<file path="src/rtl/pipeline_pkg.sv">
// Shared widths and control-field bit positions for the pipeline stage slice.
package pipeline_pkg;

  localparam int DEF_CTRL_W = 8;
  localparam int DEF_DATA_W = 64;
  localparam int DEF_REG_W  = 5;
  localparam int DEF_CNT_W  = 16;

  localparam int CTRL_REG_WRITE = 0;
  localparam int CTRL_MEM_TO_REG = 1;
  localparam int CTRL_MEM_WRITE = 2;
  localparam int CTRL_UPPER     = 3;
  localparam int CTRL_SYSCALL   = 4;

endpackage

</file>
<file path="src/rtl/pipeline_stage_sat_counter.sv">
// Saturating up-counter; clr has priority over inc and the count sticks at all-ones.
module sat_counter #(
  parameter int CNT_W = 16
) (
  input  logic             clk,
  input  logic             clr,
  input  logic             inc,
  output logic [CNT_W-1:0] cnt
);

  logic [CNT_W-1:0] cnt_r;

  // Count qualifying cycles, holding at the maximum value.
  always_ff @(posedge clk) begin
    if (clr) begin
      cnt_r <= {CNT_W{1'b0}};
    end else if (inc && (cnt_r != {CNT_W{1'b1}})) begin
      cnt_r <= cnt_r + {{(CNT_W-1){1'b0}}, 1'b1};
    end else begin
      cnt_r <= cnt_r;
    end
  end

  assign cnt = cnt_r;

endmodule

</file>
<file path="src/rtl/pipeline_stage.sv">
// Two-entry skid-buffered pipeline register with flush and a saturating stall counter.
// Every output, including in_ready, comes straight from a flop.
module pipeline_stage
  import pipeline_pkg::*;
#(
  parameter int CTRL_W = DEF_CTRL_W,
  parameter int DATA_W = DEF_DATA_W,
  parameter int REG_W  = DEF_REG_W,
  parameter int CNT_W  = DEF_CNT_W
) (
  input  logic              clk,
  input  logic              rst,
  input  logic              in_valid,
  output logic              in_ready,
  input  logic [CTRL_W-1:0] in_ctrl,
  input  logic [DATA_W-1:0] in_data,
  input  logic [REG_W-1:0]  in_reg,
  input  logic              flush,
  output logic              out_valid,
  input  logic              out_ready,
  output logic [CTRL_W-1:0] out_ctrl,
  output logic [DATA_W-1:0] out_data,
  output logic [REG_W-1:0]  out_reg,
  output logic [1:0]        occupancy,
  output logic [CNT_W-1:0]  stall_cnt
);

  logic              main_valid_r, main_valid_nxt_s;
  logic [CTRL_W-1:0] main_ctrl_r,  main_ctrl_nxt_s;
  logic [DATA_W-1:0] main_data_r,  main_data_nxt_s;
  logic [REG_W-1:0]  main_reg_r,   main_reg_nxt_s;
  logic              skid_valid_r, skid_valid_nxt_s;
  logic [CTRL_W-1:0] skid_ctrl_r,  skid_ctrl_nxt_s;
  logic [DATA_W-1:0] skid_data_r,  skid_data_nxt_s;
  logic [REG_W-1:0]  skid_reg_r,   skid_reg_nxt_s;
  logic              in_ready_r;
  logic [1:0]        occupancy_r;
  logic              accept_s;
  logic              take_s;

  assign accept_s = in_valid & in_ready_r;
  assign take_s   = main_valid_r & out_ready;

  // Next-state of main/skid: flush wins, then refill main from skid or input, else park input in skid.
  always_comb begin
    main_valid_nxt_s = main_valid_r;
    main_ctrl_nxt_s  = main_ctrl_r;
    main_data_nxt_s  = main_data_r;
    main_reg_nxt_s   = main_reg_r;
    skid_valid_nxt_s = skid_valid_r;
    skid_ctrl_nxt_s  = skid_ctrl_r;
    skid_data_nxt_s  = skid_data_r;
    skid_reg_nxt_s   = skid_reg_r;
    if (flush) begin
      main_valid_nxt_s = 1'b0;
      main_ctrl_nxt_s  = {CTRL_W{1'b0}};
      skid_valid_nxt_s = 1'b0;
      skid_ctrl_nxt_s  = {CTRL_W{1'b0}};
    end else if (!main_valid_r || take_s) begin
      if (skid_valid_r) begin
        main_valid_nxt_s = 1'b1;
        main_ctrl_nxt_s  = skid_ctrl_r;
        main_data_nxt_s  = skid_data_r;
        main_reg_nxt_s   = skid_reg_r;
        skid_valid_nxt_s = accept_s;
        skid_ctrl_nxt_s  = accept_s ? in_ctrl : {CTRL_W{1'b0}};
        skid_data_nxt_s  = in_data;
        skid_reg_nxt_s   = in_reg;
      end else if (accept_s) begin
        main_valid_nxt_s = 1'b1;
        main_ctrl_nxt_s  = in_ctrl;
        main_data_nxt_s  = in_data;
        main_reg_nxt_s   = in_reg;
      end else begin
        // A bubble must never carry write enables downstream.
        main_valid_nxt_s = 1'b0;
        main_ctrl_nxt_s  = {CTRL_W{1'b0}};
      end
    end else if (accept_s) begin
      skid_valid_nxt_s = 1'b1;
      skid_ctrl_nxt_s  = in_ctrl;
      skid_data_nxt_s  = in_data;
      skid_reg_nxt_s   = in_reg;
    end else begin
      skid_valid_nxt_s = skid_valid_r;
    end
  end

  // State registers; in_ready and occupancy are precomputed from next state so they stay registered.
  always_ff @(posedge clk) begin
    if (rst) begin
      main_valid_r <= 1'b0;
      main_ctrl_r  <= {CTRL_W{1'b0}};
      main_data_r  <= {DATA_W{1'b0}};
      main_reg_r   <= {REG_W{1'b0}};
      skid_valid_r <= 1'b0;
      skid_ctrl_r  <= {CTRL_W{1'b0}};
      skid_data_r  <= {DATA_W{1'b0}};
      skid_reg_r   <= {REG_W{1'b0}};
      in_ready_r   <= 1'b1;
      occupancy_r  <= 2'd0;
    end else begin
      main_valid_r <= main_valid_nxt_s;
      main_ctrl_r  <= main_ctrl_nxt_s;
      main_data_r  <= main_data_nxt_s;
      main_reg_r   <= main_reg_nxt_s;
      skid_valid_r <= skid_valid_nxt_s;
      skid_ctrl_r  <= skid_ctrl_nxt_s;
      skid_data_r  <= skid_data_nxt_s;
      skid_reg_r   <= skid_reg_nxt_s;
      in_ready_r   <= ~skid_valid_nxt_s;
      occupancy_r  <= {1'b0, main_valid_nxt_s} + {1'b0, skid_valid_nxt_s};
    end
  end

  sat_counter #(.CNT_W(CNT_W)) u_stall_cnt (
    .clk (clk),
    .clr (rst),
    .inc (main_valid_r & ~out_ready),
    .cnt (stall_cnt)
  );

  assign in_ready  = in_ready_r;
  assign out_valid = main_valid_r;
  assign out_ctrl  = main_ctrl_r;
  assign out_data  = main_data_r;
  assign out_reg   = main_reg_r;
  assign occupancy = occupancy_r;

endmodule

</file>
<file path="config.mk">
export PLATFORM = sky130hd
export DESIGN_NAME = pipeline_stage
export DESIGN_NICKNAME = d
export VERILOG_FILES = /design/src/rtl/pipeline_pkg.sv /design/src/rtl/pipeline_stage_sat_counter.sv /design/src/rtl/pipeline_stage.sv
export SDC_FILE = /design/constraint.sdc
export NUM_CORES = 1
export LEC_CHECK = 0
export CAP_MARGIN = 20
export CORE_UTILIZATION = 50
export DETAILED_ROUTE_END_ITERATION = 16
export PLACE_DENSITY = 0.89
export RECOVER_POWER = 25
export SLEW_MARGIN = 10
export SYNTH_ARGS = -nofsm -noshare
export SYNTH_HDL_FRONTEND = slang
export SYNTH_SLANG_ARGS = --single-unit
</file>
<file path="constraint.sdc">
create_clock -name clk -period 4.5 [get_ports clk]
set_clock_uncertainty 0.1 [all_clocks]
set_input_delay 0.9 -clock clk [delete_from_list [all_inputs] [get_ports clk]]
set_output_delay 0.9 -clock clk [all_outputs]
set_load 0.02 [all_outputs]
</file>
## Word-level counts from Yosys, hierarchy flattened

Index checks and enable logic that the tools add are counted.

| storage, ports and cells | value |
|---|---|
| flip-flop bits (word level) | 175 |
| bits in latches | 0 |
| RAM bits | 0 |
| memory bits (read-only) | 0 |
| logic and storage cells | 51 |
| memories kept | 0 |

| cells by class | value |
|---|---|
| $add $sub $neg | 2 |
| multiply operators | 0 |
| divide/modulo/power cells | 0 |
| magnitude comparators | 0 |
| equality and inequality tests | 2 |
| shift-type cells | 0 |
| multiplexer cells | 21 |
| bitwise operators | 6 |
| reduce and logical (&&, ||, !) cells | 9 |

Operator list:

| operator | number |
|---|---|
| 2-to-1 mux 64 bit | 4 |
| 2-to-1 mux 8 bit | 5 |
| 2-to-1 mux 5 bit | 4 |
| adder 16 x 1 -> 16 bit (second input constant) | 1 |
| != test 16 bit (second input constant) | 1 |
| 2-to-1 mux 1 bit | 8 |
| AND reduction 3 bit | 2 |
| nonzero test 2 bit | 2 |
| AND 1 bit | 3 |
| inverter 1 bit | 3 |
| adder 1 x 1 -> 2 bit | 1 |
| != test 2 bit (second input constant) | 1 |
| AND reduction 2 bit | 1 |
| OR reduction 2 bit | 1 |
| logical AND 1 bit | 1 |
| logical NOT 1 bit | 1 |
| logical OR 1 bit | 1 |

## Depth between registers and ports, before layout

| depth | value |
|---|---|
| word-level depth | 6 |
| mapped depth | 7 |
| depth with buffers taken out | 5 |

## Modules after synthesis

A second synthesis with hierarchy kept.

| second synthesis, totals | value |
|---|---|
| cell total of the unflattened synthesis | 811 |
| area total of the unflattened synthesis | 7,787.5 um^2 |

By module, submodules not included:

| module | instances | cells each | area each (um^2) |
|---|---|---|---|
| pipeline_stage | 1 | 712 | 6,939.2 |
| sat_counter | 1 | 99 | 848.3 |

## Worst setup path after synthesis

Ideal clock, no wire load.

| path | value |
|---|---|
| path kind | input port to flip-flop |
| start point | input out_ready |
| end point | register u_stall_cnt.cnt_r[8] (netlist: u_stall_cnt.cnt[8]) |
| setup time | 123 ps |
| data arrival time | 1,958 ps |
| path slack | 2,319 ps |
| cell stages on the path | 3 |
| cells stage by stage | nand3b_1 > or4_1 > mux2_1 |

| between the ends | value |
|---|---|
| word-level cells in the longest chain between the ends | 3 |

RTL lines:

| element | line | source |
|---|---|---|
| start, declared | pipeline_stage.sv:20 | `input logic out_ready,` |
| inverter 1 bit | pipeline_stage.sv:119 | `.inc (main_valid_r & ~out_ready),` |
| AND 1 bit | pipeline_stage.sv:119 |  |
| logical AND 1 bit | pipeline_stage_sat_counter.sv:17 | `end else if (inc && (cnt_r != {CNT_W{1'b1}})) begin` |
| end signal, assigned | pipeline_stage_sat_counter.sv:16 | `cnt_r <= {CNT_W{1'b0}};` |
| end signal, assigned | pipeline_stage_sat_counter.sv:18 | `cnt_r <= cnt_r + {{(CNT_W-1){1'b0}}, 1'b1};` |
| end signal, assigned | pipeline_stage_sat_counter.sv:20 | `cnt_r <= cnt_r;` |
| end, declared | pipeline_stage_sat_counter.sv:11 | `logic [CNT_W-1:0] cnt_r;` |

Every way passes these cells.
A chain may end at the register's enable or synchronous reset.

## Worst setup path after layout

| path | value |
|---|---|
| start point | input rst |
| end point | register main_reg_r[4] (netlist: out_reg[4]) |

RTL lines:

| element | line | source |
|---|---|---|
| start, declared | pipeline_stage.sv:12 | `input logic rst,` |
| end signal, assigned | pipeline_stage.sv:95 | `main_reg_r <= {REG_W{1'b0}};` |
| end signal, assigned | pipeline_stage.sv:106 | `main_reg_r <= main_reg_nxt_s;` |
| end, declared | pipeline_stage.sv:31 | `logic [REG_W-1:0] main_reg_r, main_reg_nxt_s;` |

No word-level cell between the ends.

==> results.toml <==
[synth]
synthTopCellsByArea = "dfxtp_1 (48%), mux2i_1 (9.5%), a211oi_1 (7.8%), a21oi_1 (5.4%), nor2_1 (4.9%)"
yosys-top-cells-count = "dfxtp_1 (175), nor2_1 (95), a21oi_1 (79)"
synth_top_family_by_area = "compound AO/OA/AOI/OAI gates"
synth-simple-area-share_pct = 15.4
synth_async_sr_flop_share_pct = 0
synth_edf_count = 0
synth_compound_area_share_pct = 20.6
yosysMostFrequentCell = "dfxtp_1"
syn_inst = 814
synthAdderAreaFrac_pct = 0.171
synth_ff_type = "dfxtp_1"
yosys.area_share.xor_xnor_pct = 0
syn_nets = 897
synth_top_area_share_pct = 48.0
avgSynthCellArea_sq_um = 8.98
ys_seq_area_share_pct = 48.0
synthMuxAreaShare_pct = 10.4
ys_warn_count = 0
yosysTopAreaCell = "dfxtp_1"
ys_ff_latch = 175
synth_cell_types = 49
netlist_area_sq_um = 7310

[critical_path]
r2r_setup_slack_ns = 1.99
arrival_ns = 3.57
start_kind = "input port"
criticalPathCategory = "in2reg"
reg2regPathDepth = 5
endpoint_kind = "flop"
crit_fanout = 87
rr_endpoint = "skid_data_r[60]$_SDFFE_PP0P_"
r2r_start = "skid_valid_r$_SDFF_PP0_"
critPathRequiredTime_ns = 4.62

[placement]
postPlaceCellArea_sq_um = 9040
port_buffers = 178
gp_congestion = 0.810
hpwl_microns = 11500

[die]
die_h_microns = 123
die_w_microns = 123
ios = 179
start_util_pct = 52.0
die_area_sq_um = 15100
coreArea_sq_um = 14000
rows = 43

[job]
cap_violations = 1

[grt]
grt_pass1_vias = 6070
antenna_found_initial = 0
track_usage_pct = 24.5
grt_pass1_wl_microns = 29100
grt_max_degree = 88
grt-ovfl-total = 0

[final_layout]
regArea_sq_um = 3510
syn_to_final_growth_pct = 32.5
multi_input_area_sq_um = 3420
drive_gt1_share_pct = 5.44
fill_cells = 1102
finalInstanceArea_sq_um = 9680
diodes = 0
final_nets = 1026

[timing]
fin_crit_sh_pct = 76.6
max_freq_ghz = 0.290
slew_viol_final = 88
hold_viol_final = 0
tns_ns = 0
period_minus_slack_ns = 3.45
hold_ws_ns = 0.375
worst_slew_pin_slew_ns = 1.73
rsz0062_at_grt = "no"
setup_viol = 0
timing.slew.headroom_pct = -15.1

[route]
drt.antenna.violating_nets = 0
wirelength_microns = 18200
vias_per_cell = 5.67
drt-initial-drc-count = 529
routedWlPerCell_microns = 16.1
via_count = 6439
drc = 0
drtPass1Iterations = 5

[min_path]
worstHoldPathType = "reg2reg"
hold_depth = 2
hp-start = "skid_data_r[21]$_SDFFE_PP0P_"
worstHoldEndpoint = "skid_data_r[21]$_SDFFE_PP0P_"

[clock_tree]
clkLatencyLatePin_ns = 0.42
cts_tree = "done"
post_cts_resize_count = 0
cts.sinks = 175
post-cts-setup-buffer-count = 0
clk_pin_slew_ns = 0.06
cts_hold_buf = 0
cts_buffers = 17
clock_path_buffers = 2
htree_levels = 4
cts_root_buf = "clkbuf_16"

[power]
leakagePower_nw = 3.32
irDropWorstVdd_mv = 0.253
pwr_density_cell_nw_per_um2 = 377

[run_status]
violations = "capacitance limit, slew limit"
status = "complete, but fails checks"
[final cells by class]
cell class,instances,area share [%]
Sequential cell,175,36.2
Multi-Input combinational cell,554,35.3
Timing Repair Buffer,189,19.1
Clock buffer,24,5.20
Tap cell,180,2.33
Clock inverter,8,1.55
Inverter,6,0.233
[logic make-up after synthesis]
| logic type | after synthesis |
|---|---|
| compound gates | 250 |
| mux | 75 |
| buf+inv | 85 |
| simple gates | 228 |
| flops | 175 |
| fa+ha+maj | 1 |
[placed cells by master, fill, tap and decap left out, drive strengths merged, types with 6 or more instances in the layout]
cell / instances
a211oi: 78
a21oi: 79
a22oi: 8
and3: 10
buf: 11
clkbuf: 26
clkdlybuf4s50: 127
dfxtp: 175
dlygate4sd3: 49
inv: 6
mux2i: 71
nand2: 9
nand3: 70
nor2: 95
nor2b: 6
nor3: 13
o21ai: 76
or3: 6
[worst max-delay path: stages]
cell and delay [ns]:
clkbuf_2 1.20, clkbuf_2 1.27, a211oi_1 0.15
[worst max path at each step]
stage / from / end / slack, ns
finish: rst / out_reg[4]$_SDFFE_PP0P_ / 1.05
floorplan: out_ready / u_stall_cnt.cnt[8]$_SDFFE_PP0P_ / 2.32
global placement: out_ready / skid_data_r[63]$_SDFFE_PP0P_ / 1.27
CTS: out_ready / skid_data_r[60]$_SDFFE_PP0P_ / 1.62
global route: rst / out_reg[4]$_SDFFE_PP0P_ / 0.80
detailed placement: out_ready / skid_data_r[0]$_SDFFE_PP0P_ / 1.19
[metal layers]
metal	wire length (microns)	global-route usage (%)	share of wire [%]	vias up
met5	0	0	0	-
met4	526	11.4	2.9	0
met3	1070	4.83	5.9	40
met2	8750	40.7	48	212
met1	7890	30.4	43	2982
li1	-	-	-	3205
[per-stage QoR]
stage	total power [mW]	cells	setup WS, ns	utilization, %
final	3.65	1136	1.05	68.9
after global routing	3.78	1136	0.798	68.9
after CTS	3.69	1136	1.62	69.1
after detailed placement	2.10	1104	1.19	64.4
after global placement	2.09	1104	1.27	64.4
after floorplan	1.89	814	2.32	-
[report_power, final]
| part | switching (mW) | internal [mW] | total [mW] |
|---|---|---|---|
| combinational | 0.229 | 0.191 | 0.421 |
| sequential | 0.0302 | 1.60 | 1.63 |
| clock | 0.584 | 1.01 | 1.59 |
| total | 0.843 | 2.80 | 3.65 |
Power figures use the tool's default switching activity.
